`src/rtl/fht_ctrl_pkg.sv`:
```
// Shared types and helpers for the FHT frame sequencer.
package fht_ctrl_pkg;

  typedef enum logic [2:0] {
    StIdle,
    StLoad,
    StStart,
    StWaitLo,
    StWaitHi,
    StRdIssue,
    StRdWait,
    StRdShift
  } state_e;

  // Cycles RDY may stay high after START before the transform counts as finished.
  localparam int unsigned RDY_TIMEOUT = 4;

  function automatic logic [1:0] bank_map(input logic [1:0] idx, input bit rev);
    return rev ? {idx[0], idx[1]} : idx;
  endfunction

endpackage

```
`src/rtl/fht_frame_ctrl_if.sv`:
```
// Result word stream (valid/ready) leaving the frame sequencer.
interface fht_frame_ctrl_if #(
  parameter int unsigned D_BIT = 16
) ();
  logic [D_BIT-1:0] oDATA;
  logic             oDATA_VALID;
  logic             iDATA_READY;
  logic             oLAST;

  modport master (output oDATA, oDATA_VALID, oLAST, input iDATA_READY);
  modport slave  (input oDATA, oDATA_VALID, oLAST, output iDATA_READY);
endinterface

```
`src/rtl/fht_rd_serializer.sv`:
```
// Holds one address group (four bank words) and shifts it out in sample-index order.
module fht_rd_serializer
  import fht_ctrl_pkg::*;
#(
  parameter int unsigned D_BIT    = 16,
  parameter int unsigned BANK_REV = 1
) (
  input  logic                  clk_i,
  input  logic                  rst_i,
  input  logic                  load_i,
  input  logic [3:0][D_BIT-1:0] words_i,
  input  logic                  last_group_i,
  fht_frame_ctrl_if.master      out_if,
  output logic                  done_o
);

  logic [3:0][D_BIT-1:0] hold_q;
  logic [1:0]            b_q;
  logic                  valid_q;
  logic                  last_grp_q;
  logic                  xfer;

  assign xfer               = valid_q & out_if.iDATA_READY;
  assign done_o             = xfer & (b_q == 2'd3);
  assign out_if.oDATA_VALID = valid_q;
  // Word b of the group was loaded into bank bank_map(b), so read it back from there.
  assign out_if.oDATA       = hold_q[bank_map(b_q, BANK_REV != 0)];
  assign out_if.oLAST       = valid_q & last_grp_q & (b_q == 2'd3);

  always_ff @(posedge clk_i) begin
    if (rst_i) begin
      hold_q     <= '0;
      b_q        <= '0;
      valid_q    <= 1'b0;
      last_grp_q <= 1'b0;
    end else if (load_i) begin
      hold_q     <= words_i;
      b_q        <= '0;
      valid_q    <= 1'b1;
      last_grp_q <= last_group_i;
    end else if (xfer) begin
      b_q <= b_q + 1'b1;
      if (b_q == 2'd3) valid_q <= 1'b0;
    end
  end

endmodule

```
`src/rtl/fht_frame_ctrl.sv`:
```
// Frame sequencer around fht_top: loads ADC samples into the four banks, starts the
// transform, waits for completion and streams the results out in natural order.
module fht_frame_ctrl
  import fht_ctrl_pkg::*;
#(
  parameter int unsigned A_BIT    = 8,
  parameter int unsigned D_BIT    = 16,
  parameter int unsigned RD_LAT   = 2,
  parameter int unsigned BANK_REV = 1
) (
  input  logic             iCLK,
  input  logic             iRESET,
  input  logic             iEN,
  input  logic [D_BIT-2:0] iADC_DATA,
  input  logic             iADC_VALID,
  input  logic             iCLR_OVR,
  output logic [D_BIT-2:0] oFHT_DATA,
  output logic [A_BIT-1:0] oFHT_ADDR_WR,
  output logic [3:0]       oFHT_WE,
  output logic             oFHT_START,
  input  logic             iFHT_RDY,
  output logic [A_BIT-1:0] oFHT_ADDR_RD,
  input  logic [D_BIT-1:0] iFHT_DATA_0,
  input  logic [D_BIT-1:0] iFHT_DATA_1,
  input  logic [D_BIT-1:0] iFHT_DATA_2,
  input  logic [D_BIT-1:0] iFHT_DATA_3,
  fht_frame_ctrl_if.master res_if,
  output logic             oBUSY,
  output logic             oOVERRUN,
  output logic [15:0]      oFRAME_CNT
);

  state_e             state_q, state_d;
  logic [A_BIT+1:0]   k_q, k_d;
  logic [A_BIT-1:0]   a_q, a_d;
  logic [7:0]         lat_q, lat_d;
  logic [2:0]         to_q, to_d;
  logic [D_BIT-2:0]   data_q, data_d;
  logic [A_BIT-1:0]   addr_wr_q, addr_wr_d;
  logic [3:0]         we_q, we_d;
  logic               start_q, start_d;
  logic [A_BIT-1:0]   addr_rd_q, addr_rd_d;
  logic               ovr_q, ovr_d;
  logic [15:0]        frame_q, frame_d;
  logic               ser_load;
  logic               ser_done;

  always_comb begin
    state_d   = state_q;
    k_d       = k_q;
    a_d       = a_q;
    lat_d     = lat_q;
    to_d      = to_q;
    data_d    = data_q;
    addr_wr_d = addr_wr_q;
    we_d      = 4'b0000;
    start_d   = 1'b0;
    addr_rd_d = addr_rd_q;
    frame_d   = frame_q;
    ser_load  = 1'b0;
    ovr_d     = ovr_q;
    if (iCLR_OVR) ovr_d = 1'b0;
    if (iADC_VALID && (state_q != StLoad)) ovr_d = 1'b1;

    unique case (state_q)
      StIdle: if (iEN) state_d = StLoad;
      StLoad: begin
        if (iADC_VALID) begin
          data_d    = iADC_DATA;
          addr_wr_d = k_q[A_BIT+1:2];
          we_d      = 4'b0001 << bank_map(k_q[1:0], BANK_REV != 0);
          if (k_q == '1) begin
            k_d     = '0;
            state_d = StStart;
          end else begin
            k_d = k_q + 1'b1;
          end
        end
      end
      StStart: begin
        start_d = 1'b1;
        to_d    = '0;
        state_d = StWaitLo;
      end
      // A transform that never drops RDY is treated as already finished.
      StWaitLo: begin
        if (!iFHT_RDY || (to_q == 3'(RDY_TIMEOUT - 1))) state_d = StWaitHi;
        else to_d = to_q + 1'b1;
      end
      StWaitHi: begin
        if (iFHT_RDY) begin
          frame_d = frame_q + 16'd1;
          a_d     = '0;
          state_d = StRdIssue;
        end
      end
      StRdIssue: begin
        addr_rd_d = a_q;
        lat_d     = '0;
        state_d   = StRdWait;
      end
      StRdWait: begin
        if (lat_q == 8'(RD_LAT)) begin
          ser_load = 1'b1;
          state_d  = StRdShift;
        end else begin
          lat_d = lat_q + 1'b1;
        end
      end
      StRdShift: begin
        if (ser_done) begin
          if (a_q == '1) begin
            a_d     = '0;
            state_d = iEN ? StLoad : StIdle;
          end else begin
            a_d     = a_q + 1'b1;
            state_d = StRdIssue;
          end
        end
      end
      default: state_d = StIdle;
    endcase
  end

  always_ff @(posedge iCLK) begin
    if (iRESET) begin
      state_q   <= StIdle;
      k_q       <= '0;
      a_q       <= '0;
      lat_q     <= '0;
      to_q      <= '0;
      data_q    <= '0;
      addr_wr_q <= '0;
      we_q      <= '0;
      start_q   <= 1'b0;
      addr_rd_q <= '0;
      ovr_q     <= 1'b0;
      frame_q   <= '0;
    end else begin
      state_q   <= state_d;
      k_q       <= k_d;
      a_q       <= a_d;
      lat_q     <= lat_d;
      to_q      <= to_d;
      data_q    <= data_d;
      addr_wr_q <= addr_wr_d;
      we_q      <= we_d;
      start_q   <= start_d;
      addr_rd_q <= addr_rd_d;
      ovr_q     <= ovr_d;
      frame_q   <= frame_d;
    end
  end

  fht_rd_serializer #(
    .D_BIT    (D_BIT),
    .BANK_REV (BANK_REV)
  ) u_ser (
    .clk_i        (iCLK),
    .rst_i        (iRESET),
    .load_i       (ser_load),
    .words_i      ({iFHT_DATA_3, iFHT_DATA_2, iFHT_DATA_1, iFHT_DATA_0}),
    .last_group_i (a_q == '1),
    .out_if       (res_if),
    .done_o       (ser_done)
  );

  assign oFHT_DATA    = data_q;
  assign oFHT_ADDR_WR = addr_wr_q;
  assign oFHT_WE      = we_q;
  assign oFHT_START   = start_q;
  assign oFHT_ADDR_RD = addr_rd_q;
  assign oBUSY        = (state_q != StIdle);
  assign oOVERRUN     = ovr_q;
  assign oFRAME_CNT   = frame_q;

endmodule

```
`src/flat_wrapper.sv`:
```
// flat-port wrapper written by rule: the top's interface ports become plain ports
module fht_frame_ctrl_flat import fht_ctrl_pkg::*;
#(
  parameter int unsigned A_BIT    = 8,
  parameter int unsigned D_BIT    = 16,
  parameter int unsigned RD_LAT   = 2,
  parameter int unsigned BANK_REV = 1
)
  (iCLK, iRESET, iEN, iADC_DATA, iADC_VALID, iCLR_OVR, oFHT_DATA, oFHT_ADDR_WR, oFHT_WE, oFHT_START, iFHT_RDY, oFHT_ADDR_RD, iFHT_DATA_0, iFHT_DATA_1, iFHT_DATA_2, iFHT_DATA_3, oBUSY, oOVERRUN, oFRAME_CNT, res_if_oDATA, res_if_oDATA_VALID, res_if_oLAST, res_if_iDATA_READY);
  fht_frame_ctrl_if #(.D_BIT(D_BIT)) res_if_i ();
  input  logic iCLK;
  input  logic iRESET;
  input  logic iEN;
  input  logic [D_BIT-2:0] iADC_DATA;
  input  logic iADC_VALID;
  input  logic iCLR_OVR;
  output logic [D_BIT-2:0] oFHT_DATA;
  output logic [A_BIT-1:0] oFHT_ADDR_WR;
  output logic [3:0] oFHT_WE;
  output logic oFHT_START;
  input  logic iFHT_RDY;
  output logic [A_BIT-1:0] oFHT_ADDR_RD;
  input  logic [D_BIT-1:0] iFHT_DATA_0;
  input  logic [D_BIT-1:0] iFHT_DATA_1;
  input  logic [D_BIT-1:0] iFHT_DATA_2;
  input  logic [D_BIT-1:0] iFHT_DATA_3;
  output logic oBUSY;
  output logic oOVERRUN;
  output logic [15:0] oFRAME_CNT;
  output wire logic [$bits(res_if_i.oDATA)-1:0] res_if_oDATA;
  output wire logic [$bits(res_if_i.oDATA_VALID)-1:0] res_if_oDATA_VALID;
  output wire logic [$bits(res_if_i.oLAST)-1:0] res_if_oLAST;
  input wire logic [$bits(res_if_i.iDATA_READY)-1:0] res_if_iDATA_READY;
  assign res_if_oDATA = res_if_i.oDATA;
  assign res_if_oDATA_VALID = res_if_i.oDATA_VALID;
  assign res_if_oLAST = res_if_i.oLAST;
  assign res_if_i.iDATA_READY = res_if_iDATA_READY;
  fht_frame_ctrl #(.A_BIT(A_BIT), .D_BIT(D_BIT), .RD_LAT(RD_LAT), .BANK_REV(BANK_REV)) u_core (.iCLK(iCLK), .iRESET(iRESET), .iEN(iEN), .iADC_DATA(iADC_DATA), .iADC_VALID(iADC_VALID), .iCLR_OVR(iCLR_OVR), .oFHT_DATA(oFHT_DATA), .oFHT_ADDR_WR(oFHT_ADDR_WR), .oFHT_WE(oFHT_WE), .oFHT_START(oFHT_START), .iFHT_RDY(iFHT_RDY), .oFHT_ADDR_RD(oFHT_ADDR_RD), .iFHT_DATA_0(iFHT_DATA_0), .iFHT_DATA_1(iFHT_DATA_1), .iFHT_DATA_2(iFHT_DATA_2), .iFHT_DATA_3(iFHT_DATA_3), .res_if(res_if_i), .oBUSY(oBUSY), .oOVERRUN(oOVERRUN), .oFRAME_CNT(oFRAME_CNT));
endmodule
```
`config.mk`:
```
export PLATFORM = sky130hd
export DESIGN_NAME = fht_frame_ctrl_flat
export DESIGN_NICKNAME = d
export VERILOG_FILES = /design/src/rtl/fht_ctrl_pkg.sv /design/src/rtl/fht_frame_ctrl_if.sv /design/src/rtl/fht_rd_serializer.sv /design/src/rtl/fht_frame_ctrl.sv /design/src/flat_wrapper.sv
export SDC_FILE = /design/constraint.sdc
export NUM_CORES = 1
export LEC_CHECK = 0
export ABC_AREA = 1
export CAP_MARGIN = 20
export CORE_UTILIZATION = 30
export CTS_BUF_LIST = sky130_fd_sc_hd__clkbuf_4 sky130_fd_sc_hd__clkbuf_8 sky130_fd_sc_hd__clkbuf_16
export CTS_CLUSTER_SIZE = 20
export DETAILED_ROUTE_END_ITERATION = 10
export GPL_TIMING_DRIVEN = 0
export PLACE_DENSITY = 0.63
export SLEW_MARGIN = 5
export SYNTH_ARGS = -nofsm -noshare
export SYNTH_HDL_FRONTEND = slang
export SYNTH_SLANG_ARGS = --single-unit
```
`constraint.sdc`:
```
create_clock -name iCLK -period 2.1 [get_ports iCLK]
set_clock_uncertainty 0.15 [all_clocks]
set_input_delay 0.42 -clock iCLK [delete_from_list [all_inputs] [get_ports iCLK]]
set_output_delay 0.42 -clock iCLK [all_outputs]
set_load 0.01 [all_outputs]
```
==> run summary <==
Status = complete, no violations
Compound-cell area share of the yosys netlist = 16.4%
First-pass GRT wire length = 31000 microns
Hold path depth = 2
Fillers = 2223
Cells on worst reg2reg path = 9
Worst slew margin = 57.8%
CTS tree = built
ANT cells = 0
Main flop type after synthesis = dfxtp_1
Core area = 0.0218 sq mm
Post-Syn Nets = 1050
Fmax = 0.480 GHz
Max cap viols = 0
Most frequent cell after synthesis = nor2_1
Hold buffers post-CTS = 0
WL per Instance = 13.8 microns
Pwr/cell area = 840 mW/mm^2
Hold WC Path Type = flip-flop to flip-flop
Largest area contributor in the netlist = dfxtp_1
Setup TNS = 0 ns
# rows = 54
Non-Filler Instances = 1435
Port Buffers = 156
Max IR drop VDD = 0.426 mV
Drt via density = 4.72
Routability cong. = 0.852
Top cell type's share of synthesized area = 46.1%
Mapped Avg Cell Area = 6.95 sq um
Clk_lat worst skew = 0.43 ns
Via count = 6777
I/O Pins = 158
Post-synth top cells = nor2_1 (278), dfxtp_1 (153), o21ai_0 (139)
Synth Register Bits = 153
Main combinational cell family by area after synthesis = simple AND/OR/NAND/NOR gates
Drt pass-1 iters = 5
Number of H-tree levels = 4
DRC = 0
Fin crit share = 99.3%
Netlist cell types = 32
Minimum clock period = 2.09 ns
Mux share of post-synthesis cell area = 0%
Die Span Y = 151 microns
Nets = 1236
Largest net degree at the start of global routing = 17
CP required = 1.53 ns
Initial antenna violation count = 0
CP max stage cell = dfxtp_2
CTS clk-pin slew, worst paths = 0.06 ns
Setup ws final = 0.0148 ns
Antenna-violating nets left = 0
Adder-cell share of the synthesized area = 1.51%
Pre-CTS setup slack = -0.527 ns
Final setup viols = 0
Buf/Inv on CP = 3
FF-to-FF Start = u_core.lat_q[0]
Num Clock Sinks = 153
Crit. End Element = output port
Multi-input logic area = 0.00323 sq mm
XOR/XNOR share of the synthesized area = 0.922%
Critical path launch point type = flip-flop
Vias in the first global route = 6175
Synth Area in Simple Gates = 28.2%
Synth Instances = 956
CTS root buffer = clkbuf_16
Final instance area = 0.00941 sq mm
Synth Warn # = 0
DP Cell Count = 1392
Critical path origin = u_core.u_ser.b_q[0]
CP Cell Sequence = buf_8 > clkbuf_16 > o21ai_1 > o22ai_1 > buf_2
Synth top area cells = dfxtp_1 (46%), nor2_1 (16%), o21ai_0 (10%), nand2_1 (6.6%), inv_1 (3.6%)
Arr. time, crit path = 1.52 ns
Placed cell areas = 0.00856 sq mm
Worst hold start = u_core.oFHT_DATA[9]
CP Max Fanout = 6
RSZ-0062 raised after global routing = true
Critical Path Stages = 5
Number of flops mapped to enable cells by yosys = 0
Leak Pwr = 3.88 nW
Top cell family by delay on the critical path = buffers and inverters
Total Wirelength = 19800 microns
First DRT Iteration DRCs = 353
Synth-to-Final Area Change = 41.5%
Die area = 0.0228 sq mm
FF/Latch Area = 0.00307 sq mm
Post-synthesis sequential area ratio = 46.1%
Gr ovfl total = 0
Chip Width = 151 microns
Slowest stage delay, CP = 0.35 ns
Post-DP HPWL = 14600 microns
Share of cells above drive strength 1 = 11.1%
Crit path kind = flip-flop to output port
Asr flop ratio synth = 0%
Post-Syn Area = 0.00665 sq mm
Slew of the pin with the lowest slew margin = 0.633 ns
Slew Limit Fails = 0
Clk buf depth = 2
Total power = 0.00791 W
GRT Overall Usage = 17.7%
CTS Buf Count = 17
Initial Util = 30.6%
Final Hold Viols = 0
==> kinds of logic (layout without fill, tap and decap cells) <==
kind of cell | Yosys count | after routing
and+or+nand+nor | 464 | 464
AOI/OAI and AO/OA | 210 | 210
adders and majority gates | 8 | 8
xor gates and xnor gates | 7 | 7
DFF | 153 | 153
buffers and inverters | 114 | 313
==> stage by stage <==
stage          util (%)  hold slack [ns]
4_1_cts            42.7            0.334
3_3_place_gp       39.3            0.307
3_5_place_dp       39.3            0.323
5_1_grt            43.3            0.351
2_1_floorplan         -            0.294
6_report           43.3            0.329
==> power by group <==
part / internal (W) / switching [W] / leakage [nW]
Sequential: 0.00311 / 0.000125 / 1.24
Combinational: 0.000661 / 0.000782 / 2.34
Clock: 0.00195 / 0.00128 / 0.296
==> layout make-up <==
class | instances | area share [%]
Multi-Input combinational cell | 689 | 34.3
Sequential cell | 153 | 32.6
Timing Repair Buffer | 167 | 16.8
Clock buffer | 20 | 4.83
Tap cell | 280 | 3.72
Buffer | 48 | 3.23
Inverter | 66 | 2.74
Clock inverter | 12 | 1.74
==> worst register-to-register path, cell delays in order (launching register included) <==
cell and delay (ns):
dfxtp_1 0.34, inv_1 0.12, ha_1 0.19, nand3_1 0.12, nor3_4 0.24, inv_2 0.06, buf_2 0.21, buf_2 0.21
nor2_1 0.15, nor2_1 0.07
==> placed cells by master, fill, tap and decap left out, types with 8 or more instances in the layout <==
cell	Yosys	final
nand4_1	8	8
o22ai_1	16	10
nor3_1	10	10
clkdlybuf4s50_1	0	138
nor2_2	1	9
clkbuf_16	0	18
buf_2	12	27
nand2_1	117	117
o21ai_1	7	20
o21ai_2	0	10
nand3_1	40	40
ha_1	8	8
inv_1	63	61
buf_4	3	14
a21oi_1	42	42
nor2_1	278	269
o21ai_0	139	116
clkbuf_1	29	17
dfxtp_1	153	149
==> routing by layer <==
layer	part of all wire [%]	track usage, %	vias to the layer above
met5	0	0	-
met4	2.1	5.45	0
met3	5.6	3.95	32
met2	46	28.5	197
met1	47	23.4	3067
li1	-	-	3481
==> what timing repair did <==
item	in CTS	in global routing
resized for setup	115	55
cloned	2	1
buffers inserted	6	3
pin swaps	10	13
setup endpoints to repair	55	93
==> final timing paths <==
path | slack [ns] | end
max | 0.01 | res_if_oDATA[5]
min | 0.33 | u_core.oFHT_DATA[9]
max reg2reg | 0.14 | u_core.u_ser.hold_q[55]
min reg2reg | 0.33 | u_core.oFHT_DATA[9]
==> sequential cells by signal, summed over array words and instances (netlist names) <==
signal / flops
u_core.a_q: 8
u_core.k_q: 10
u_core.lat_q: 8
u_core.oFHT_ADDR_RD: 8
u_core.oFHT_ADDR_WR: 8
u_core.oFHT_DATA: 15
u_core.oFHT_START: 1
u_core.oFHT_WE: 4
u_core.oFRAME_CNT: 16
u_core.oOVERRUN: 1
u_core.state_q: 3
u_core.to_q: 3
u_core.u_ser.b_q: 2
u_core.u_ser.hold_q: 64
u_core.u_ser.last_grp_q: 1
u_core.u_ser.out_if.oDATA_VALID: 1
Power figures use the tool's default switching activity.
